--- config.mk ---
export PLATFORM = sky130hd
export DESIGN_NAME = light_arbiter_flat
export DESIGN_NICKNAME = d
export VERILOG_FILES = /design/src/rtl/traffic_pkg.sv /design/src/rtl/light_arbiter_if.sv /design/src/rtl/phase_timer.sv /design/src/rtl/light_arbiter.sv /design/src/flat_wrapper.sv
export SDC_FILE = /design/constraint.sdc
export NUM_CORES = 1
export LEC_CHECK = 0
export BUFFER_PORTS_ARGS = -buffer_cell sky130_fd_sc_hd__buf_2
export CORE_AREA = 2 2 54 76
export DETAILED_ROUTE_END_ITERATION = 12
export DIE_AREA = 0 0 56 78
export GPL_TIMING_DRIVEN = 0
export HOLD_SLACK_MARGIN = 0.06
export PLACE_DENSITY = 0.44
export RECOVER_POWER = 50
export SYNTH_ARGS = -nofsm -noshare
export SYNTH_HDL_FRONTEND = slang
export SYNTH_SLANG_ARGS = --single-unit
--- constraint.sdc ---
create_clock -name clk -period 5.9 [get_ports clk]
set_clock_uncertainty 0.1 [all_clocks]
set_input_delay 0.59 -clock clk [delete_from_list [all_inputs] [get_ports clk]]
set_output_delay 0.59 -clock clk [all_outputs]
set_load 0.01 [all_outputs]
--- src/rtl/traffic_pkg.sv ---
`default_nettype none
// ============================================================================
//  Module      : traffic_pkg
//  Description : Phase codes, lamp encodings and requester type shared by the
//                intersection light arbiter.
//  Revision    : 1.0  initial release
// ============================================================================
package traffic_pkg;

    typedef logic [2:0] phase_t;
    typedef logic [2:0] lamp_t;

    localparam phase_t HG = 3'd0;
    localparam phase_t HY = 3'd1;
    localparam phase_t AR = 3'd2;
    localparam phase_t FG = 3'd3;
    localparam phase_t FY = 3'd4;
    localparam phase_t PW = 3'd5;

    localparam lamp_t RED = 3'b100;
    localparam lamp_t YEL = 3'b010;
    localparam lamp_t GRN = 3'b001;

    typedef enum logic {
        REQ_FARM = 1'b0,
        REQ_PED  = 1'b1
    } req_t;

    // Round-robin partner of the last served requester.
    function automatic req_t other_req(input req_t r);
        if (r == REQ_FARM) begin
            return REQ_PED;
        end
        return REQ_FARM;
    endfunction

endpackage
`default_nettype wire

--- src/rtl/light_arbiter_if.sv ---
`default_nettype none
// ============================================================================
//  Module      : light_arbiter_if
//  Description : Request inputs and lamp outputs of the intersection arbiter.
//  Revision    : 1.0  initial release
// ============================================================================
interface light_arbiter_if;
    import traffic_pkg::*;

    logic   c;
    logic   ped_req;
    logic   emg;
    lamp_t  HL;
    lamp_t  FL;
    logic   walk;
    logic   ped_ack;
    phase_t phase;

    modport master (
        output c, ped_req, emg,
        input  HL, FL, walk, ped_ack, phase
    );

    modport slave (
        input  c, ped_req, emg,
        output HL, FL, walk, ped_ack, phase
    );
endinterface
`default_nettype wire

--- src/rtl/phase_timer.sv ---
`default_nettype none
// ============================================================================
//  Module      : phase_timer
//  Description : Loadable dwell down-counter; parks at zero, can be frozen.
//  Revision    : 1.0  initial release
// ============================================================================
module phase_timer #(
    parameter int CW      = 8,
    parameter int RST_VAL = 24
) (
    input  wire          clk,
    input  wire          rst,
    input  wire          load,
    input  wire [CW-1:0] load_val,
    input  wire          hold,
    output logic         zero
);

    logic [CW-1:0] r_cnt;

    // Load wins over hold so a phase change always starts a fresh dwell.
    always_ff @(posedge clk or negedge rst) begin
        if (!rst) begin
            r_cnt <= CW'(RST_VAL);
        end else if (load) begin
            r_cnt <= load_val;
        end else if (!hold && (r_cnt != '0)) begin
            r_cnt <= r_cnt - CW'(1);
        end
    end

    assign zero = (r_cnt == '0);

endmodule
`default_nettype wire

--- src/rtl/light_arbiter.sv ---
`default_nettype none
// ============================================================================
//  Module      : light_arbiter
//  Description : Intersection phase scheduler arbitrating highway, farm road,
//                pedestrian and emergency pre-empt; drives the lamps.
//  Revision    : 1.0  initial release
// ============================================================================
module light_arbiter
    import traffic_pkg::*;
#(
    parameter int CW     = 8,
    parameter int T_HG   = 25,
    parameter int T_YEL  = 4,
    parameter int T_FG   = 15,
    parameter int T_WALK = 10,
    parameter int T_AR   = 2
) (
    input  wire             clk,
    input  wire             rst,
    light_arbiter_if.slave  bus
);

    phase_t        r_state;
    phase_t        w_next;
    req_t          r_last;
    req_t          r_grant;
    req_t          w_grant;
    logic          r_ret;
    logic          w_ret;
    logic          r_pend;
    logic          r_ack;
    logic          w_zero;
    logic          w_load;
    logic          w_hold;
    logic [CW-1:0] w_load_val;
    logic          w_pw_entry;
    logic          w_fg_entry;

    function automatic logic [CW-1:0] dwell(input phase_t s);
        case (s)
            HY, FY:  return CW'(T_YEL - 1);
            AR:      return CW'(T_AR - 1);
            FG:      return CW'(T_FG - 1);
            PW:      return CW'(T_WALK - 1);
            default: return CW'(T_HG - 1);
        endcase
    endfunction

    phase_timer #(
        .CW      (CW),
        .RST_VAL (T_HG - 1)
    ) u_timer (
        .clk      (clk),
        .rst      (rst),
        .load     (w_load),
        .load_val (w_load_val),
        .hold     (w_hold),
        .zero     (w_zero)
    );

    assign w_load     = (w_next != r_state);
    assign w_load_val = dwell(w_next);
    assign w_hold     = (r_state == HG) && bus.emg;
    assign w_pw_entry = (w_next == PW) && (r_state != PW);
    assign w_fg_entry = (w_next == FG) && (r_state != FG);

    always_ff @(posedge clk or negedge rst) begin
        if (!rst) begin
            r_state <= HG;
            r_ret   <= 1'b0;
            r_grant <= REQ_FARM;
            r_last  <= REQ_PED;
            r_pend  <= 1'b0;
            r_ack   <= 1'b0;
        end else begin
            r_state <= w_next;
            r_ret   <= w_ret;
            r_grant <= w_grant;
            r_ack   <= w_pw_entry;
            // Entering walk absorbs a press in that same cycle.
            if (w_pw_entry) begin
                r_pend <= 1'b0;
                r_last <= REQ_PED;
            end else begin
                if ((r_state != PW) && bus.ped_req) begin
                    r_pend <= 1'b1;
                end
                if (w_fg_entry) begin
                    r_last <= REQ_FARM;
                end
            end
        end
    end

    always_comb begin
        w_next  = r_state;
        w_grant = r_grant;
        w_ret   = r_ret;
        case (r_state)
            HG: begin
                if (w_zero && (bus.c || r_pend) && !bus.emg) begin
                    w_next = HY;
                    if (bus.c && r_pend) begin
                        w_grant = other_req(r_last);
                    end else if (bus.c) begin
                        w_grant = REQ_FARM;
                    end else begin
                        w_grant = REQ_PED;
                    end
                end
            end
            HY: begin
                if (w_zero) begin
                    w_next = AR;
                    w_ret  = 1'b0;
                end
            end
            AR: begin
                // Emergency on the way out abandons the grant; requests stay pending.
                if (w_zero) begin
                    if (r_ret || bus.emg) begin
                        w_next = HG;
                    end else if (r_grant == REQ_PED) begin
                        w_next = PW;
                    end else begin
                        w_next = FG;
                    end
                end
            end
            FG: begin
                if (w_zero || !bus.c || bus.emg) begin
                    w_next = FY;
                end
            end
            FY: begin
                if (w_zero) begin
                    w_next = AR;
                    w_ret  = 1'b1;
                end
            end
            PW: begin
                if (w_zero || bus.emg) begin
                    w_next = AR;
                    w_ret  = 1'b1;
                end
            end
            default: w_next = HG;
        endcase
    end

    always_comb begin
        bus.HL      = RED;
        bus.FL      = RED;
        bus.walk    = 1'b0;
        bus.ped_ack = r_ack;
        bus.phase   = r_state;
        case (r_state)
            HG:      bus.HL   = GRN;
            HY:      bus.HL   = YEL;
            FG:      bus.FL   = GRN;
            FY:      bus.FL   = YEL;
            PW:      bus.walk = 1'b1;
            default: ;
        endcase
    end

endmodule
`default_nettype wire

--- src/flat_wrapper.sv ---
// flat-port wrapper written by rule: the top's interface ports become plain ports
module light_arbiter_flat import traffic_pkg::*;
#(
    parameter int CW     = 8,
    parameter int T_HG   = 25,
    parameter int T_YEL  = 4,
    parameter int T_FG   = 15,
    parameter int T_WALK = 10,
    parameter int T_AR   = 2
)
  (clk, rst, bus_c, bus_ped_req, bus_emg, bus_HL, bus_FL, bus_walk, bus_ped_ack, bus_phase);
  light_arbiter_if bus_i ();
  input  wire clk;
  input  wire rst;
  input wire logic [$bits(bus_i.c)-1:0] bus_c;
  input wire logic [$bits(bus_i.ped_req)-1:0] bus_ped_req;
  input wire logic [$bits(bus_i.emg)-1:0] bus_emg;
  output wire logic [$bits(bus_i.HL)-1:0] bus_HL;
  output wire logic [$bits(bus_i.FL)-1:0] bus_FL;
  output wire logic [$bits(bus_i.walk)-1:0] bus_walk;
  output wire logic [$bits(bus_i.ped_ack)-1:0] bus_ped_ack;
  output wire logic [$bits(bus_i.phase)-1:0] bus_phase;
  assign bus_i.c = bus_c;
  assign bus_i.ped_req = bus_ped_req;
  assign bus_i.emg = bus_emg;
  assign bus_HL = bus_i.HL;
  assign bus_FL = bus_i.FL;
  assign bus_walk = bus_i.walk;
  assign bus_ped_ack = bus_i.ped_ack;
  assign bus_phase = bus_i.phase;
  light_arbiter #(.CW(CW), .T_HG(T_HG), .T_YEL(T_YEL), .T_FG(T_FG), .T_WALK(T_WALK), .T_AR(T_AR)) u_core (.clk(clk), .rst(rst), .bus(bus_i));
endmodule
==> flow_metrics.py <==
metrics = {
    "synthesis": {
        "synth_area_um2": 1080,
        "synth_cells": 115,
        "synth_nets": 121,
        "synth_edf_count": 0,
        "syn_avg_cell_area_um2": 9.39,
        "yosysSeqAreaShare": 0.374,
        "synth_seq_cells": 16,
        "synth_top_area_share": 0.301,
        "synth_area_leaders": "dfrtp_1 (30%), dfstp_2 (7.3%), xor2_1 (5.7%)",
        "synth.largest_area_cell": "dfrtp_1",
        "synth_flop_cell": "dfrtp_1",
        "yosysUniqueCellTypes": 52,
        "synthArstFlopShare": 1.00,
        "synth_warnings": 0,
    },
    "placement": {
        "place_congestion": 0.727,
        "io_buffers": 14,
        "dp_slack_ps": 3540,
        "place_area_um2": 1200,
        "hpwl_mm": 1.92,
    },
    "cells_and_area": {
        "nNetsFinal": 140,
        "diodes": 0,
        "layout_common_cells": "nor2_1 (14), dfrtp_1 (13), buf_2 (10), nand2_1 (8)",
        "postLayoutCellArea_um2": 1250,
        "final_common_cell": "nor2_1",
        "final_layout_size_suffix_gt1_frac": 0.256,
        "area_growth_pct": 15.8,
    },
    "clocking": {
        "cts_hold_buf": 0,
        "worstSkewPairLatency_ps": 250,
        "htree_levels": 1,
        "cts.sinks": 16,
        "cts_resized": 0,
        "clk_pin_slew_ps": 60,
        "cts_made_buffers": 3,
        "cts_setup_buffers": 0,
        "cts.path.max_buffers": 2,
        "root_buffer": "clkbuf_8",
        "tritoncts": "yes",
    },
    "timing": {
        "hold_viol_final": 0,
        "whs_ps": 340,
        "layout_min_cycle_time_ps": 2260,
        "finalWorstSetupSlack_ps": 3640,
        "rsz0062_at_grt": "false",
        "worstMarginPinSlew_ps": 895,
        "timing.setup.tns_ps": 0,
        "timing.final.crit_share": 0.384,
        "max_freq_ghz": 0.442,
        "setup_viol": 0,
        "slew_viol_final": 0,
        "relSlewSlack": 0.403,
    },
    "setup_path": {
        "startpoint_type": "flop",
        "reg2reg_depth": 7,
        "worstPathArrival_ps": 2300,
        "cp_data_required_time_ps": 5940,
        "end_kind": "flop",
        "reg2reg_slack_ps": 3640,
        "path_class": "flop to flop",
        "critical_path_peak_fanout": 10,
    },
    "routing": {
        "drtIter0Drc": 11,
        "routed.top_layer": "met4",
        "remaining_drc_errors": 0,
        "wl_met2_mm": 1.21,
        "ant_nets": 0,
        "wl_met1_mm": 1.09,
        "via_per_inst": 5.07,
        "routed_wl_mm": 2.48,
        "post_drt_wl_per_cell_um": 14.2,
        "dr.pass1.iters": 4,
        "dr_wl_met3_um": 100,
        "num_vias": 887,
    },
    "floorplanning": {
        "dieArea_um2": 4370,
        "core_area_um2": 3640,
        "die_w_um": 56,
        "die_h_um": 78,
        "std_cell_rows": 26,
        "initial_core_util": 0.296,
        "ios": 16,
    },
    "global_routing": {
        "globalRoute.totalOverflow": 0,
        "grt_pass1_wl_mm": 4.12,
        "track_usage": 0.121,
        "grt_pass1_vias": 852,
        "grt_max_degree": 17,
        "antenna_found_initial": 0,
    },
    "pwr": {
        "power_density_nw_per_um2": 520,
        "ir_worst_vdd_mv": 0.249,
        "p_leak_uw": 0.000571,
    },
    "flow_run": {
        "cap_violations": 0,
    },
    "worst_hold_path": {
        "hp-class": "input pin to async pin",
    },
    "status": {
        "status": "completed",
    },
}
registers in the layout, indices dropped and copies added, names as in the netlist:
| name | count |
|---|---|
| u_core.r_grant | 1 |
| u_core.bus.ped_ack | 1 |
| u_core.r_last | 1 |
| u_core.u_timer.r_cnt | 8 |
| u_core.bus.phase | 3 |
| u_core.r_pend | 1 |
| u_core.r_ret | 1 |
power breakdown:
group,internal [uW],switching (uW),leakage (uW)
clock network,59.2,37.5,0.0000288
registers,157,46.2,0.000191
logic,162,188,0.000351
total,378,272,0.000571
Yosys cell counts, types with 2 or more instances:
library cell  count
o21ai_0           4
inv_1             7
buf_6             2
nand2_1           8
dfrtp_1          13
a21oi_1           3
nand2b_1          3
dfstp_2           3
nor2_1           14
nand3_1           6
o21ai_1           2
nor3_1            4
xor2_1            7
cell families after synthesis:
logic type | Yosys count | synth area share
buf+inv | 13 | 0.0695
fa+ha+maj | 1 | 0.0116
simple gates | 48 | 0.250
xor+xnor | 8 | 0.0649
mux | 3 | 0.0336
compound gates | 26 | 0.196
flops | 16 | 0.374
per-layer routing:
metal,vias up,global-route usage
met2,23,0.202
met4,0,0.0690
li1,442,-
met5,-,0
met3,6,0.0167
met1,416,0.146
stage by stage:
step	power [uW]	utilization	instances
after floorplan	470	-	115
after global placement	557	0.330	171
after detailed placement	560	0.330	171
after CTS	661	0.345	175
after global routing	704	0.343	175
final	650	0.343	175
area by class of cell:
| class | instances | area [um2] |
|---|---|---|
| multi-input cells | 86 | 601 |
| repair buffers | 14 | 63.8 |
| clock buffers | 4 | 55.1 |
| plain buffers | 5 | 38.8 |
| flip-flops and latches | 16 | 404 |
| inverters | 8 | 35.0 |
| fillers | 406 | 2390 |
| well taps | 42 | 52.6 |
critical path, cell delays in order (launching register included):
cell and delay, ps:
dfrtp_1 370, clkbuf_1 200, nor3b_1 500, a31oi_1 160
mux2_4 290, o211ai_1 110, xor2_1 130, o31a_1 290
path summary, 6_finish.rpt:
path | start | to
min reg2reg | u_core.r_last | u_core.r_last
max | u_core.bus.phase[2] | u_core.u_timer.r_cnt[0]
max reg2reg | u_core.bus.phase[2] | u_core.u_timer.r_cnt[0]
min | rst | u_core.bus.ped_ack
max in group asynchronous | rst | u_core.u_timer.r_cnt[6]
min in group clk | u_core.r_last | u_core.r_last
Power figures use the tool's default switching activity.
